[config.mk]
export PLATFORM = sky130hd
export DESIGN_NAME = ram_stream_reader_flat
export DESIGN_NICKNAME = d
export VERILOG_FILES = /design/src/rtl/ram_stream_reader_if.sv /design/src/rtl/ram_stream_reader.sv /design/src/flat_wrapper.sv
export SDC_FILE = /design/constraint.sdc
export NUM_CORES = 1
export LEC_CHECK = 0
export CORE_ASPECT_RATIO = 0.6
export CORE_MARGIN = 2
export CORE_UTILIZATION = 60
export DETAILED_ROUTE_END_ITERATION = 6
export GPL_ROUTABILITY_DRIVEN = 0
export HOLD_SLACK_MARGIN = 0.03
export PLACE_DENSITY = 0.88
export SYNTH_ARGS = -nofsm -noshare
export SYNTH_HDL_FRONTEND = slang
export SYNTH_SLANG_ARGS = --single-unit
[constraint.sdc]
create_clock -name clk -period 11.19 [get_ports clk]
set_input_delay 1.6785 -clock clk [delete_from_list [all_inputs] [get_ports clk]]
set_output_delay 1.6785 -clock clk [all_outputs]
set_load 0.01 [all_outputs]
[src/rtl/ram_stream_reader_if.sv]
// ram_stream_reader_if: command, RAM port-B and output stream signals of the burst reader
interface ram_stream_reader_if #(
    parameter int ADDR_SIZE = 16,
    parameter int DATA_SIZE = 32
);
    logic                 cmd_valid;
    logic                 cmd_ready;
    logic [ADDR_SIZE-1:0] cmd_addr;
    logic [ADDR_SIZE-1:0] cmd_len;
    logic [ADDR_SIZE-1:0] ram_addr_b;
    logic                 ram_r_e_b;
    logic [DATA_SIZE-1:0] ram_data_b;
    logic                 out_valid;
    logic                 out_ready;
    logic [DATA_SIZE-1:0] out_data;
    logic                 out_last;
    logic                 done;

    modport slave (
        input  cmd_valid, cmd_addr, cmd_len, ram_data_b, out_ready,
        output cmd_ready, ram_addr_b, ram_r_e_b, out_valid, out_data, out_last, done
    );

    modport master (
        output cmd_valid, cmd_addr, cmd_len, ram_data_b, out_ready,
        input  cmd_ready, ram_addr_b, ram_r_e_b, out_valid, out_data, out_last, done
    );
endinterface

[src/rtl/ram_stream_reader.sv]
// ram_stream_reader: burst reader for RAM port B delivering words on a valid/ready stream
module ram_stream_reader #(
    parameter int ADDR_SIZE  = 16,
    parameter int DATA_SIZE  = 32,
    parameter int FIFO_DEPTH = 4
) (
    input  logic              clk,
    input  logic              nrst,
    ram_stream_reader_if.slave bus
);
    localparam int PW = FIFO_DEPTH > 1 ? $clog2(FIFO_DEPTH) : 1;
    localparam int CW = $clog2(FIFO_DEPTH + 3);

    typedef enum logic [1:0] {IDLE, READ, DRAIN, DONE} state_t;

    state_t               state;
    logic [DATA_SIZE-1:0] mem [FIFO_DEPTH];
    logic [PW-1:0]        wr_ptr;
    logic [PW-1:0]        rd_ptr;
    logic [CW-1:0]        count;
    logic [CW-1:0]        occ;
    logic [CW-1:0]        lim;
    logic                 pend;
    logic                 valid;
    logic                 pop;
    logic                 issue;
    logic [ADDR_SIZE-1:0] words_left;
    logic [ADDR_SIZE-1:0] remaining;

    // Occupancy counts the FIFO plus both reads whose data is not yet captured
    // (the one issued now and the one whose data is on the bus); a pop this
    // cycle frees a slot early, which keeps a depth of 3 at one word per cycle.
    always_comb begin
        valid         = count != '0;
        pop           = valid && bus.out_ready;
        bus.out_valid = valid;
        bus.out_data  = valid ? mem[rd_ptr] : '0;
        bus.out_last  = valid && remaining == ADDR_SIZE'(1);
        occ           = count + CW'(bus.ram_r_e_b) + CW'(pend);
        lim           = CW'(FIFO_DEPTH) + CW'(pop);
        issue         = words_left != '0 && occ < lim;
    end

    // FIFO storage: capture RAM data the cycle after each issued read.
    always_ff @(posedge clk) begin
        if (pend) mem[wr_ptr] <= bus.ram_data_b;
    end

    // FIFO pointers and occupancy; reset flushes everything in flight.
    always_ff @(posedge clk or negedge nrst) begin
        if (!nrst) begin
            wr_ptr <= '0;
            rd_ptr <= '0;
            count  <= '0;
            pend   <= 1'b0;
        end else begin
            pend  <= bus.ram_r_e_b;
            count <= count + CW'(pend) - CW'(pop);
            if (pend) wr_ptr <= wr_ptr == PW'(FIFO_DEPTH - 1) ? '0 : wr_ptr + PW'(1);
            if (pop) rd_ptr <= rd_ptr == PW'(FIFO_DEPTH - 1) ? '0 : rd_ptr + PW'(1);
        end
    end

    // Burst control: accept a command, issue reads under FIFO credit, drain, pulse done.
    always_ff @(posedge clk or negedge nrst) begin
        if (!nrst) begin
            state          <= IDLE;
            bus.cmd_ready  <= 1'b1;
            bus.ram_r_e_b  <= 1'b0;
            bus.ram_addr_b <= '0;
            bus.done       <= 1'b0;
            words_left     <= '0;
            remaining      <= '0;
        end else begin
            case (state)
                IDLE: begin
                    if (bus.cmd_valid && bus.cmd_ready) begin
                        bus.cmd_ready <= 1'b0;
                        remaining     <= bus.cmd_len;
                        if (bus.cmd_len != '0) begin
                            state          <= READ;
                            bus.ram_r_e_b  <= 1'b1;
                            bus.ram_addr_b <= bus.cmd_addr;
                            words_left     <= bus.cmd_len - ADDR_SIZE'(1);
                        end else begin
                            state    <= DONE;
                            bus.done <= 1'b1;
                        end
                    end
                end
                READ: begin
                    if (words_left == '0) begin
                        state         <= DRAIN;
                        bus.ram_r_e_b <= 1'b0;
                    end else if (issue) begin
                        bus.ram_r_e_b  <= 1'b1;
                        bus.ram_addr_b <= bus.ram_addr_b + ADDR_SIZE'(1);
                        words_left     <= words_left - ADDR_SIZE'(1);
                    end else begin
                        bus.ram_r_e_b <= 1'b0;
                    end
                    if (pop) remaining <= remaining - ADDR_SIZE'(1);
                end
                DRAIN: begin
                    if (pop) begin
                        remaining <= remaining - ADDR_SIZE'(1);
                        if (remaining == ADDR_SIZE'(1)) begin
                            state    <= DONE;
                            bus.done <= 1'b1;
                        end
                    end
                end
                default: begin
                    state         <= IDLE;
                    bus.done      <= 1'b0;
                    bus.cmd_ready <= 1'b1;
                end
            endcase
        end
    end
endmodule

[src/flat_wrapper.sv]
// flat-port wrapper written by rule: the top's interface ports become plain ports
module ram_stream_reader_flat 
#(
    parameter int ADDR_SIZE  = 16,
    parameter int DATA_SIZE  = 32,
    parameter int FIFO_DEPTH = 4
)
  (clk, nrst, bus_cmd_valid, bus_cmd_addr, bus_cmd_len, bus_ram_data_b, bus_out_ready, bus_cmd_ready, bus_ram_addr_b, bus_ram_r_e_b, bus_out_valid, bus_out_data, bus_out_last, bus_done);
  ram_stream_reader_if #(.ADDR_SIZE(ADDR_SIZE), .DATA_SIZE(DATA_SIZE)) bus_i ();
  input  logic clk;
  input  logic nrst;
  input wire logic [$bits(bus_i.cmd_valid)-1:0] bus_cmd_valid;
  input wire logic [$bits(bus_i.cmd_addr)-1:0] bus_cmd_addr;
  input wire logic [$bits(bus_i.cmd_len)-1:0] bus_cmd_len;
  input wire logic [$bits(bus_i.ram_data_b)-1:0] bus_ram_data_b;
  input wire logic [$bits(bus_i.out_ready)-1:0] bus_out_ready;
  output wire logic [$bits(bus_i.cmd_ready)-1:0] bus_cmd_ready;
  output wire logic [$bits(bus_i.ram_addr_b)-1:0] bus_ram_addr_b;
  output wire logic [$bits(bus_i.ram_r_e_b)-1:0] bus_ram_r_e_b;
  output wire logic [$bits(bus_i.out_valid)-1:0] bus_out_valid;
  output wire logic [$bits(bus_i.out_data)-1:0] bus_out_data;
  output wire logic [$bits(bus_i.out_last)-1:0] bus_out_last;
  output wire logic [$bits(bus_i.done)-1:0] bus_done;
  assign bus_i.cmd_valid = bus_cmd_valid;
  assign bus_i.cmd_addr = bus_cmd_addr;
  assign bus_i.cmd_len = bus_cmd_len;
  assign bus_i.ram_data_b = bus_ram_data_b;
  assign bus_i.out_ready = bus_out_ready;
  assign bus_cmd_ready = bus_i.cmd_ready;
  assign bus_ram_addr_b = bus_i.ram_addr_b;
  assign bus_ram_r_e_b = bus_i.ram_r_e_b;
  assign bus_out_valid = bus_i.out_valid;
  assign bus_out_data = bus_i.out_data;
  assign bus_out_last = bus_i.out_last;
  assign bus_done = bus_i.done;
  ram_stream_reader #(.ADDR_SIZE(ADDR_SIZE), .DATA_SIZE(DATA_SIZE), .FIFO_DEPTH(FIFO_DEPTH)) u_core (.clk(clk), .nrst(nrst), .bus(bus_i));
endmodule
; Word-level counts from Yosys, hierarchy flattened
; Memories as Yosys holds them, arrays and structs flattened.
; Index checks and enable logic that the tools add are counted.
[op_classes]
n_lt_le_gt_ge = 1
n_mux = 36
n_reduce_logical = 18
eq_ne = 14
n_bitwise = 2
addsub = 11
[ops]
columns = cell, n
row1 = $mux W16, 10
row2 = $pmux W16 S2, 3
row3 = $sub A16 B1 Y16 const B, 3
row4 = $mux W32, 1
row5 = $reduce_bool A16 Y1, 2
row6 = $add A16 B1 Y16 const B, 1
row7 = $eq A16 B1 Y1 const B, 1
row8 = $logic_not A16 Y1, 1
row9 = $mux W2, 7
row10 = $ne A2 B1 Y1 const B, 7
row11 = $mux W1, 11
row12 = $reduce_and A5 Y1, 2
row13 = $add A3 B1 Y3, 3
row14 = $eq A2 B2 Y1 const B, 3
row15 = $pmux W2 S3, 1
row16 = $reduce_and A3 Y1, 2
row17 = $add A2 B1 Y2 const B, 2
row18 = $logic_and A1 B1 Y1, 4
row19 = $ne A2 B2 Y1 const B, 2
row20 = $pmux W1 S2, 2
row21 = $reduce_and A4 Y1, 1
row22 = $reduce_bool A2 Y1, 2
row23 = $add A3 B1 Y3 const A, 1
row24 = $lt A3 B3 Y1, 1
row25 = 8 further kinds, 9
[totals]
ramBits = 128
register_bits = 61
mem_count = 1
wordCells = 94
[memory_table]
columns = memory, words, word_bits, read_ports, rd_ports_with_merged_regs, wr, line
row1 = u_core.mem, 4, 32, 1, 0, 1, ram_stream_reader.sv:17  ; logic [DATA_SIZE-1:0] mem [FIFO_DEPTH];

; Logic depth before layout (Yosys ltp)
; Gate-level depths: netlist of run 1.
[logic_depth]
depth_word = 8
ltp_mapped = 14
ltp_nobuf = 10

; Least setup slack after synthesis of run 1
; Ideal clock, no wire load.
[synth_path]
kind = register to output
start = register u_core.rd_ptr[0]
end = output bus_out_data[23]
t_required_ns = 9.512
arrival_ns = 1.877
setup_slack_ns = 7.634
path_stages_with_launch = 5
path_cell_list = dfrtp_1 > clkbuf_1 > buf_1 > mux4_2 > and2_1
[synth_between]
elab_chain_cells = 2
[synth_rtl]
columns = element, line
row1 = start: declaration, ram_stream_reader.sv:19  ; logic [PW-1:0] rd_ptr;
row2 = start signal: assignment, ram_stream_reader.sv:60  ; if (pop) rd_ptr <= rd_ptr == PW'(FIFO_DEPTH - 1) ? '0 : rd_ptr + PW'(1);
row3 = $mem_v2 Z4 W32, -
row4 = $mux W32, ram_stream_reader.sv:37  ; bus.out_data = valid ? mem[rd_ptr] : '0;
row5 = end: declaration, flat_wrapper.sv:21  ; output wire logic [$bits(bus_i.out_data)-1:0] bus_out_data;
; Every way passes these cells.

; Worst setup path after layout of run 1
[layout_path]
start = register u_core.remaining[4]
end = output bus_out_last
[layout_between]
elab_chain_cells = 2
[layout_rtl]
columns = element, line
row1 = start: declaration, ram_stream_reader.sv:28  ; logic [ADDR_SIZE-1:0] remaining;
row2 = start signal: assignment, ram_stream_reader.sv:79  ; remaining <= bus.cmd_len;
row3 = start signal: assignment, ram_stream_reader.sv:102  ; if (pop) remaining <= remaining - ADDR_SIZE'(1);
row4 = start signal: assignment, ram_stream_reader.sv:106  ; remaining <= remaining - ADDR_SIZE'(1);
row5 = $eq A16 B1 Y1, ram_stream_reader.sv:38  ; bus.out_last = valid && remaining == ADDR_SIZE'(1);
row6 = $logic_and A1 B1 Y1, ram_stream_reader.sv:38
row7 = end: declaration, flat_wrapper.sv:22  ; output wire logic [$bits(bus_i.out_last)-1:0] bus_out_last;
; Every way passes these cells.

==> results of run 1 <==
-- worst max-delay path, stage by stage (launching register included) --
cell and delay [ns]:
dfrtp_1 0.45, nor3_1 0.41, nand3b_1 0.36, nor4b_1 0.41
clkdlybuf4s50_1 0.60
-- cells in the final DEF, fill, tap and decap left out, drive strengths merged, types with 4 or more instances in the layout --
cell type      count
o2bb2ai            4
nand3             21
xor2               4
clkbuf            17
nor3              30
nand2b             4
nor2              48
nand4              5
buf                8
clkinv             6
and4               4
and2              39
o221ai             4
a21o               6
inv               32
xnor2              9
o21ai             33
edfxtp           128
a211oi             4
nand2             51
or3                4
nor4b              4
ha                16
mux4              32
a21oi             34
mux2i             10
o22ai             10
a31oi              4
dfrtp             60
clkdlybuf4s50    119
nor4               6
o21a               5
-- cell usage after synthesis, drive strengths merged (3+ instances only) --
library cell,instances,area share [%]
o22ai,10,0.69
nor3,30,1.7
or3,4,0.28
edfxtp,128,43
nor2,48,2.0
dfrtp,60,17
inv,22,0.95
o21bai,3,0.25
mux4,32,8.0
nand3,21,1.2
a21o,6,0.50
o21ai,33,1.8
nor4b,4,0.60
o2bb2ai,4,0.39
o221ai,4,0.39
clkbuf,21,0.88
a311oi,3,0.29
a21oi,34,1.9
xnor2,9,0.88
a22oi,3,0.25
a31oi,4,0.44
a221o,3,0.33
ha,16,2.2
mux2i,10,1.1
nand2,51,2.2
nor4,6,0.42
buf,14,1.0
nand2b,4,0.28
o211ai,3,0.25
nand4,5,0.35
o311ai,3,0.29
and2,39,2.7
xor2,4,0.39
a21boi,3,0.25
a211oi,4,0.33
o21a,5,0.42
and4,4,0.39
-- per-layer routing --
metal	share of wire [%]	vias to the layer above	GRT usage (%)
met5	0	-	0
met4	1.4	0	6.195
met3	9.6	40	7.534
met2	48	343	44.19
met1	41	3254	39.82
li1	-	2886	-
-- worst max-delay path by stage --
stage               cells past startpoint  slack (ns)           startpoint                     to
finish                                  4        6.85  u_core.remaining[4]           bus_out_last
global placement                        7        6.64       bus_cmd_len[7]  u_core.words_left[15]
detailed placement                      7        6.54       bus_cmd_len[7]  u_core.words_left[15]
global route                            4        6.72  u_core.remaining[4]           bus_out_last
CTS                                     4        6.86  u_core.remaining[4]           bus_out_last
floorplan                               4        7.63     u_core.rd_ptr[0]       bus_out_data[23]
-- through the flow --
| stage | cells | total power (µW) |
|---|---|---|
| 3_5_place_dp | 986 | 2625 |
| 2_1_floorplan | 696 | 2091 |
| 4_1_cts | 1018 | 3272 |
| 6_report | 1018 | 3275 |
| 5_1_grt | 1018 | 3454 |
| 3_3_place_gp | 986 | 2544 |
-- sequential cells by signal, summed over array words and instances, names as in the netlist, 2 cells and up --
register	cells
u_core.count	3
u_core.state	2
u_core.remaining	16
u_core.mem	128
u_core.rd_ptr	2
u_core.bus.ram_addr_b	16
u_core.wr_ptr	2
u_core.words_left	16
-- logic make-up (layout without fill, tap and decap cells) --
logic type	Yosys count	in the layout	share of synthesized area [%]
AO/OA/AOI/OAI	143	143	10.79
XOR/XNOR	13	13	1.265
adder cells (fa/ha/maj)	18	18	2.669
buffers and inverters	58	182	2.891
flip-flops	189	189	59.67
multiplexers	44	44	9.368
AND/OR/NAND/NOR	231	231	13.36
-- power by group through the flow --
stage	combinational, µW	sequential [µW]	clock (µW)
after global routing	1600	1190	667
after floorplan	955	1140	0
after CTS	1480	1160	639
after detailed placement	1460	1170	0
final	1480	1160	635
after global placement	1400	1150	0
-- area by class of cell --
type / count / area, µm²
Clock buffer: 17 / 425.4
Clock inverter: 15 / 211.5
Fill cell: 903 / 3621
Inverter: 23 / 88.84
Multi-Input combinational cell: 449 / 3376
Sequential cell: 189 / 5373
Tap cell: 198 / 247.7
Timing Repair Buffer: 127 / 1249
==> insert_results.sql, run 1 <==
INSERT INTO impl_metrics (metric_group, metric, value, unit) VALUES
('timing', 'finalWorstSetupSlack', '6.851', 'ns'),
('critical_path', 'worst_ep_required_time', '9.51', 'ns'),
('critical_path', 'reg2regPathDepth', '11', ''),
('synthesis', 'synthFlopType', 'edfxtp_1', ''),
('pwr', 'swShare', '38.88', '%'),
('route', 'dr.first_iter.drc_count', '850', ''),
('timing', 'holdWs', '0.4782', 'ns'),
('timing', 'clock-skew-final', '0.01204', 'ns'),
('global_routing', 'globalRoute.totalOverflow', '0', ''),
('hold_path', 'worstHoldPathCells', '0', ''),
('pwr', 'cellPowerDensity', '298.5', 'mW/mm²'),
('global_routing', 'number_of_antenna_violations_at_the_first_check_in_global_routing', '0', ''),
('global_routing', 'grt_pass1_vias', '6419', ''),
('critical_path', 'r2r_start', 'u_core.state[1]', ''),
('critical_path', 'cp.arrival', '2.66', 'ns'),
('timing', 'report.final.hold_viol_count', '0', ''),
('clock_tree', 'postCtsResizedCells', '0', ''),
('timing', 'fin_tns_setup', '0', 'ns'),
('synthesis', 'synth-async-reset-ratio', '32.28', '%'),
('clock_tree', 'cts_hold_repair_buffers', '0', ''),
('placement', 'detailed_place.area', '0.01033', 'mm²'),
('die', 'core_region_area', '0.01459', 'mm²'),
('clock_tree', 'tritoncts.num_buffers', '17', ''),
('critical_path', 'critPathMaxFanout', '7', ''),
('synthesis', 'postSynthCellCount', '696', ''),
('synthesis', 'synth.cell_area', '0.009002', 'mm²'),
('die', 'floorplan.die.width', '162.1', 'µm'),
('critical_path', 'crit_path_end_kind', 'primary output', ''),
('die', 'placement_rows', '34', ''),
('job', 'max_cap_violations', '0', ''),
('synthesis', 'synthesis.nets', '782', ''),
('clock_tree', 'tritoncts_clock_tree', 'yes', ''),
('synthesis', 'sequential_cell_area_fraction_in_the_yosys_report', '59.67', '%'),
('die', 'floorplan.io_pins', '121', ''),
('timing', 'timing_max_transition_violations_final', '0', ''),
('critical_path', 'crit-reg2reg-capture', 'u_core.words_left[12]', ''),
('timing', 'worst_slew_pin_slew', '1.045', 'ns'),
('outcome', 'result_of_the_run', 'finished, final reports clean', ''),
('placement', 'dp_worst_setup_slack', '6.540', 'ns'),
('timing', 'total_of_endpoints_with_negative_setup_slack_in_the_final_report', '0', ''),
('timing', 'fmax', '230.5', 'MHz'),
('pwr', 'clock_power_share', '19.4', '%'),
('route', 'route.antenna.remaining_nets', '0', ''),
('pwr', 'power_switching', '1273', 'µW'),
('route', 'via_per_inst', '6.408', ''),
('route', 'wl_per_cell', '21.30', 'µm'),
('global_routing', 'grt_pass1_wl', '34.32', 'mm'),
('pwr', 'p_seq_share', '35.5', '%'),
('layout', 'nets', '893', ''),
('global_routing', 'grt_start_max_net_pins', '62', ''),
('critical_path', 'reg2reg_setup_slack', '7.57', 'ns'),
('hold_path', 'worstHoldStart', 'u_core.bus.ram_r_e_b', ''),
('clock_tree', 'worstSkewPairLatency', '0.43', 'ns'),
('pwr', 'internal_power_contribution', '2001', 'µW'),
('clock_tree', 'clock_tree.htree_level_count', '4', ''),
('placement', 'hpwlAfterDp', '14.37', 'mm'),
('synthesis', 'syn_avg_cell_area', '12.93', 'µm²'),
('synthesis', 'synth_enable_flop_cells', '128', ''),
('route', 'firstDrtPassIters', '5', ''),
('layout', 'fin_util', '75.18', '%'),
('die', 'initial_core_utilization', '61.70', '%'),
('clock_tree', 'post-cts-setup-buffer-count', '0', ''),
('clock_tree', 'clkSinkCount', '189', ''),
('pwr', 'total_leakage_power', '0.003858', 'µW'),
('layout', 'drive_above_1_share', '11.34', '%'),
('pwr', 'irDropWorstVdd', '0.1464', 'mV'),
('timing', 'finalCritPeriodShare', '38.78', '%'),
('route', 'post-route-drc-count', '0', ''),
('synthesis', 'yosys_register_bits', '189', ''),
('synthesis', 'synth_cell_type_count', '72', ''),
('global_routing', 'track_usage', '28.03', '%');
Note: power is estimated with default switching activity, not from simulation.
==> run 2: changes to the inputs <==
--- a/config.mk
+++ b/config.mk
@@ -7,11 +7,11 @@
 export LEC_CHECK = 0
 export CORE_ASPECT_RATIO = 0.6
 export CORE_MARGIN = 2
-export CORE_UTILIZATION = 60
+export CORE_UTILIZATION = 55
 export DETAILED_ROUTE_END_ITERATION = 6
 export GPL_ROUTABILITY_DRIVEN = 0
 export HOLD_SLACK_MARGIN = 0.03
-export PLACE_DENSITY = 0.88
+export PLACE_DENSITY = 0.82
 export SYNTH_ARGS = -nofsm -noshare
 export SYNTH_HDL_FRONTEND = slang
 export SYNTH_SLANG_ARGS = --single-unit
==> constraint.sdc (replaced) <==
create_clock -name clk -period 4.03 [get_ports clk]
set_input_delay 0.6045 -clock clk [delete_from_list [all_inputs] [get_ports clk]]
set_output_delay 0.6045 -clock clk [all_outputs]
set_load 0.01 [all_outputs]
==> run 2 against run 1 <==
Compared with the run above:
- worst setup slack lost 6.3 ns
- sequential share of layout area down 0.41 points
- wire length grew 2.6%
- critical path depth grew 4
- clock skew is 0.0010 ns lower
- design area rose by 0.84%
- cell count is 1.9% higher
- highest routed layer unchanged
==> insert_results.sql, run 2 (same netlist as run 1, synthesis figures left out) <==
INSERT INTO impl_metrics (metric_group, metric, value, unit) VALUES
('outcome', 'result_of_the_run', 'finished, final reports clean', ''),
('global_routing', 'grt_start_max_net_pins', '38', ''),
('timing', 'fin_tns_setup', '0', 'ns'),
('critical_path', 'critical_path_buf_inv_count', '3', ''),
('clock_tree', 'tritoncts.num_buffers', '17', ''),
('layout', 'nets', '901', ''),
('global_routing', 'track_usage', '26.38', '%'),
('timing', 'report.final.hold_viol_count', '0', ''),
('layout', 'area.growth.synth_to_final', '22.89', '%'),
('clock_tree', 'tritoncts_clock_tree', 'yes', ''),
('timing', 'finalCritPeriodShare', '87.12', '%'),
('route', 'firstDrtPassIters', '6', ''),
('job', 'max_cap_violations', '0', ''),
('clock_tree', 'post-cts-setup-buffer-count', '0', ''),
('critical_path', 'timing.setup.critical_path_class', 'flip-flop to flip-flop', ''),
('die', 'chipHeight', '103.1', 'µm'),
('route', 'route.antenna.remaining_nets', '0', ''),
('timing', 'layout_min_cycle_time', '3.511', 'ns'),
('critical_path', 'cp.arrival', '3.83', 'ns'),
('critical_path', 'worst_ep_required_time', '4.35', 'ns'),
('critical_path', 'crit_family', 'simple AND/OR/NAND/NOR gates', ''),
('route', 'route.vias.total', '6440', ''),
('layout', 'most-common-layout-cells', 'edfxtp_1, clkdlybuf4s50_1, dfrtp_1', ''),
('placement', 'detailed_place.area', '0.01042', 'mm²'),
('global_routing', 'globalRoute.totalOverflow', '0', ''),
('route', 'dr.first_iter.drc_count', '742', ''),
('layout', 'mostFrequentLayoutCell', 'edfxtp_1', ''),
('die', 'floorplan.die.width', '169.2', 'µm'),
('die', 'initial_core_utilization', '55.83', '%'),
('clock_tree', 'clkSinkCount', '189', ''),
('route', 'post-route-drc-count', '0', ''),
('timing', 'total_of_endpoints_with_negative_setup_slack_in_the_final_report', '0', ''),
('critical_path', 'slowest_cell_on_crit_path', 'nor3_1', ''),
('timing', 'grt_setup_unrepaired', 'false', ''),
('layout', 'drive_above_1_share', '11.71', '%'),
('global_routing', 'number_of_antenna_violations_at_the_first_check_in_global_routing', '0', ''),
('route', 'via_per_inst', '6.210', ''),
('clock_tree', 'cts_hold_repair_buffers', '0', ''),
('layout', 'antennaDiodeCount', '0', ''),
('clock_tree', 'worstSkewPairLatency', '0.44', 'ns'),
('layout', 'largest_reg_flops', '128', ''),
('die', 'core_region_area', '0.01613', 'mm²'),
('placement', 'hpwlAfterDp', '15.54', 'mm'),
('clock_tree', 'root_buffer', 'clkbuf_16', ''),
('die', 'floorplan.io_pins', '121', ''),
('die', 'design.die.area', '0.01744', 'mm²'),
('critical_path', 'cp_cell_sequence', 'inv_1, ha_1, buf_4, o221ai_1, buf_4, nor3_1, nand3_1, o221a_2', ''),
('clock_tree', 'clk_transition_reported_paths', '0.08', 'ns'),
('critical_path', 'critPathMaxFanout', '37', ''),
('critical_path', 'critical_path.max_stage_delay', '0.95', 'ns'),
('critical_path', 'r2r_start', 'u_core.state[1]', ''),
('critical_path', 'most_frequent_cell_on_the_critical_path', 'buf_4', ''),
('clock_tree', 'postCtsResizedCells', '0', ''),
('timing', 'worst_slew_pin_slew', '1.213', 'ns'),
('pwr', 'cellPowerDensity', '838.6', 'mW/mm²'),
('layout', 'top_register', 'u_core.mem', ''),
('pwr', 'irDropWorstVdd', '0.4111', 'mV'),
('timing', 'fmax', '284.8', 'MHz'),
('route', 'routed_wl', '22.26', 'mm'),
('placement', 'port_buffers', '120', ''),
('critical_path', 'start_kind', 'flip-flop', ''),
('pwr', 'total_leakage_power', '0.003907', 'µW'),
('clock_tree', 'clock_tree.htree_level_count', '4', ''),
('die', 'placement_rows', '36', ''),
('layout', 'fillers', '1132', ''),
('timing', 'clock-skew-final', '0.01105', 'ns'),
('global_routing', 'grt_pass1_wl', '34.33', 'mm'),
('timing', 'timing_max_transition_violations_final', '0', ''),
('global_routing', 'grt_pass1_vias', '6274', ''),
('layout', 'layout.cell_area.non_filler', '0.01106', 'mm²'),
('timing', 'max-slew-margin-rel', '18.48', '%'),
('critical_path', 'crit_path_end_kind', 'flip-flop', ''),
('route', 'wl_per_cell', '21.46', 'µm'),
('clock_tree', 'max-clock-path-buffers', '2', ''),
('pwr', 'power', '9277', 'µW'),
('hold_path', 'holdCritPathClass', 'primary input to asynchronous set/reset pin', ''),
('critical_path', 'worst_setup_path_startpoint', 'u_core.state[1]', '');
[run 2: cell types whose count changed in the layout (fill, tap and decap cells not counted)]
| cell | before | now |
|---|---|---|
| buf_12 | 0 | 1 |
| inv_6 | 3 | 2 |
| clkinv_8 | 5 | 4 |
| and2_1 | 35 | 39 |
| inv_12 | 5 | 4 |
| buf_4 | 7 | 14 |
| inv_8 | 2 | 4 |
| bufinv_16 | 0 | 1 |
| and2_2 | 4 | 0 |
[run 2: final cells by class]
| cell class | instances | area [µm²] | share of cell area, % |
|---|---|---|---|
| Clock buffer | 17 | 425.4 | 3.845 |
| Tap cell | 209 | 261.5 | 2.364 |
| Inverter | 23 | 88.84 | 0.8030 |
| Sequential cell | 189 | 5373 | 48.56 |
| Multi-Input combinational cell | 449 | 3371 | 30.47 |
| Clock inverter | 15 | 222.7 | 2.013 |
| Timing Repair Buffer | 135 | 1321 | 11.94 |
[run 2: power breakdown]
part | switching, µW | internal, µW
logic | 2250 | 1950
registers | 487 | 2790
clock network | 869 | 927
[run 2: metal layers]
metal | GRT usage (%) | vias to the layer above | share of wire [%]
met2 | 38.74 | 359 | 45
met4 | 8.810 | 0 | 1.4
met1 | 38.91 | 3161 | 44
met5 | 0 | - | 0
met3 | 6.641 | 31 | 10
li1 | - | 2889 | -
[run 2: path summary, 6_finish.rpt]
check                      slack (ns)                        end  cells after the start
min                              0.25   u_core.bus.ram_addr_b[2]                      1
max                              0.52  u_core.bus.ram_addr_b[11]                      8
min reg2reg                      0.52           u_core.rd_ptr[1]                      2
min in group clk                 0.52           u_core.rd_ptr[1]                      2
max in group asynchronous        2.84       u_core.bus.cmd_ready                      2
max reg2reg                      0.52  u_core.bus.ram_addr_b[11]                      8
[run 2: stage by stage]
stage / instances / util [%] / worst slack (ns) / hold slack [ns]
after global placement: 1005 / 64.59 / 0.7028 / 0.4905
after global routing: 1037 / 68.61 / 0.3675 / 0.3115
after detailed placement: 1005 / 64.59 / 0.5691 / 0.5004
after CTS: 1037 / 68.61 / 0.6525 / 0.2579
final: 1037 / 68.61 / 0.5190 / 0.2466
after floorplan: 696 / - / 0.4808 / 0.3089
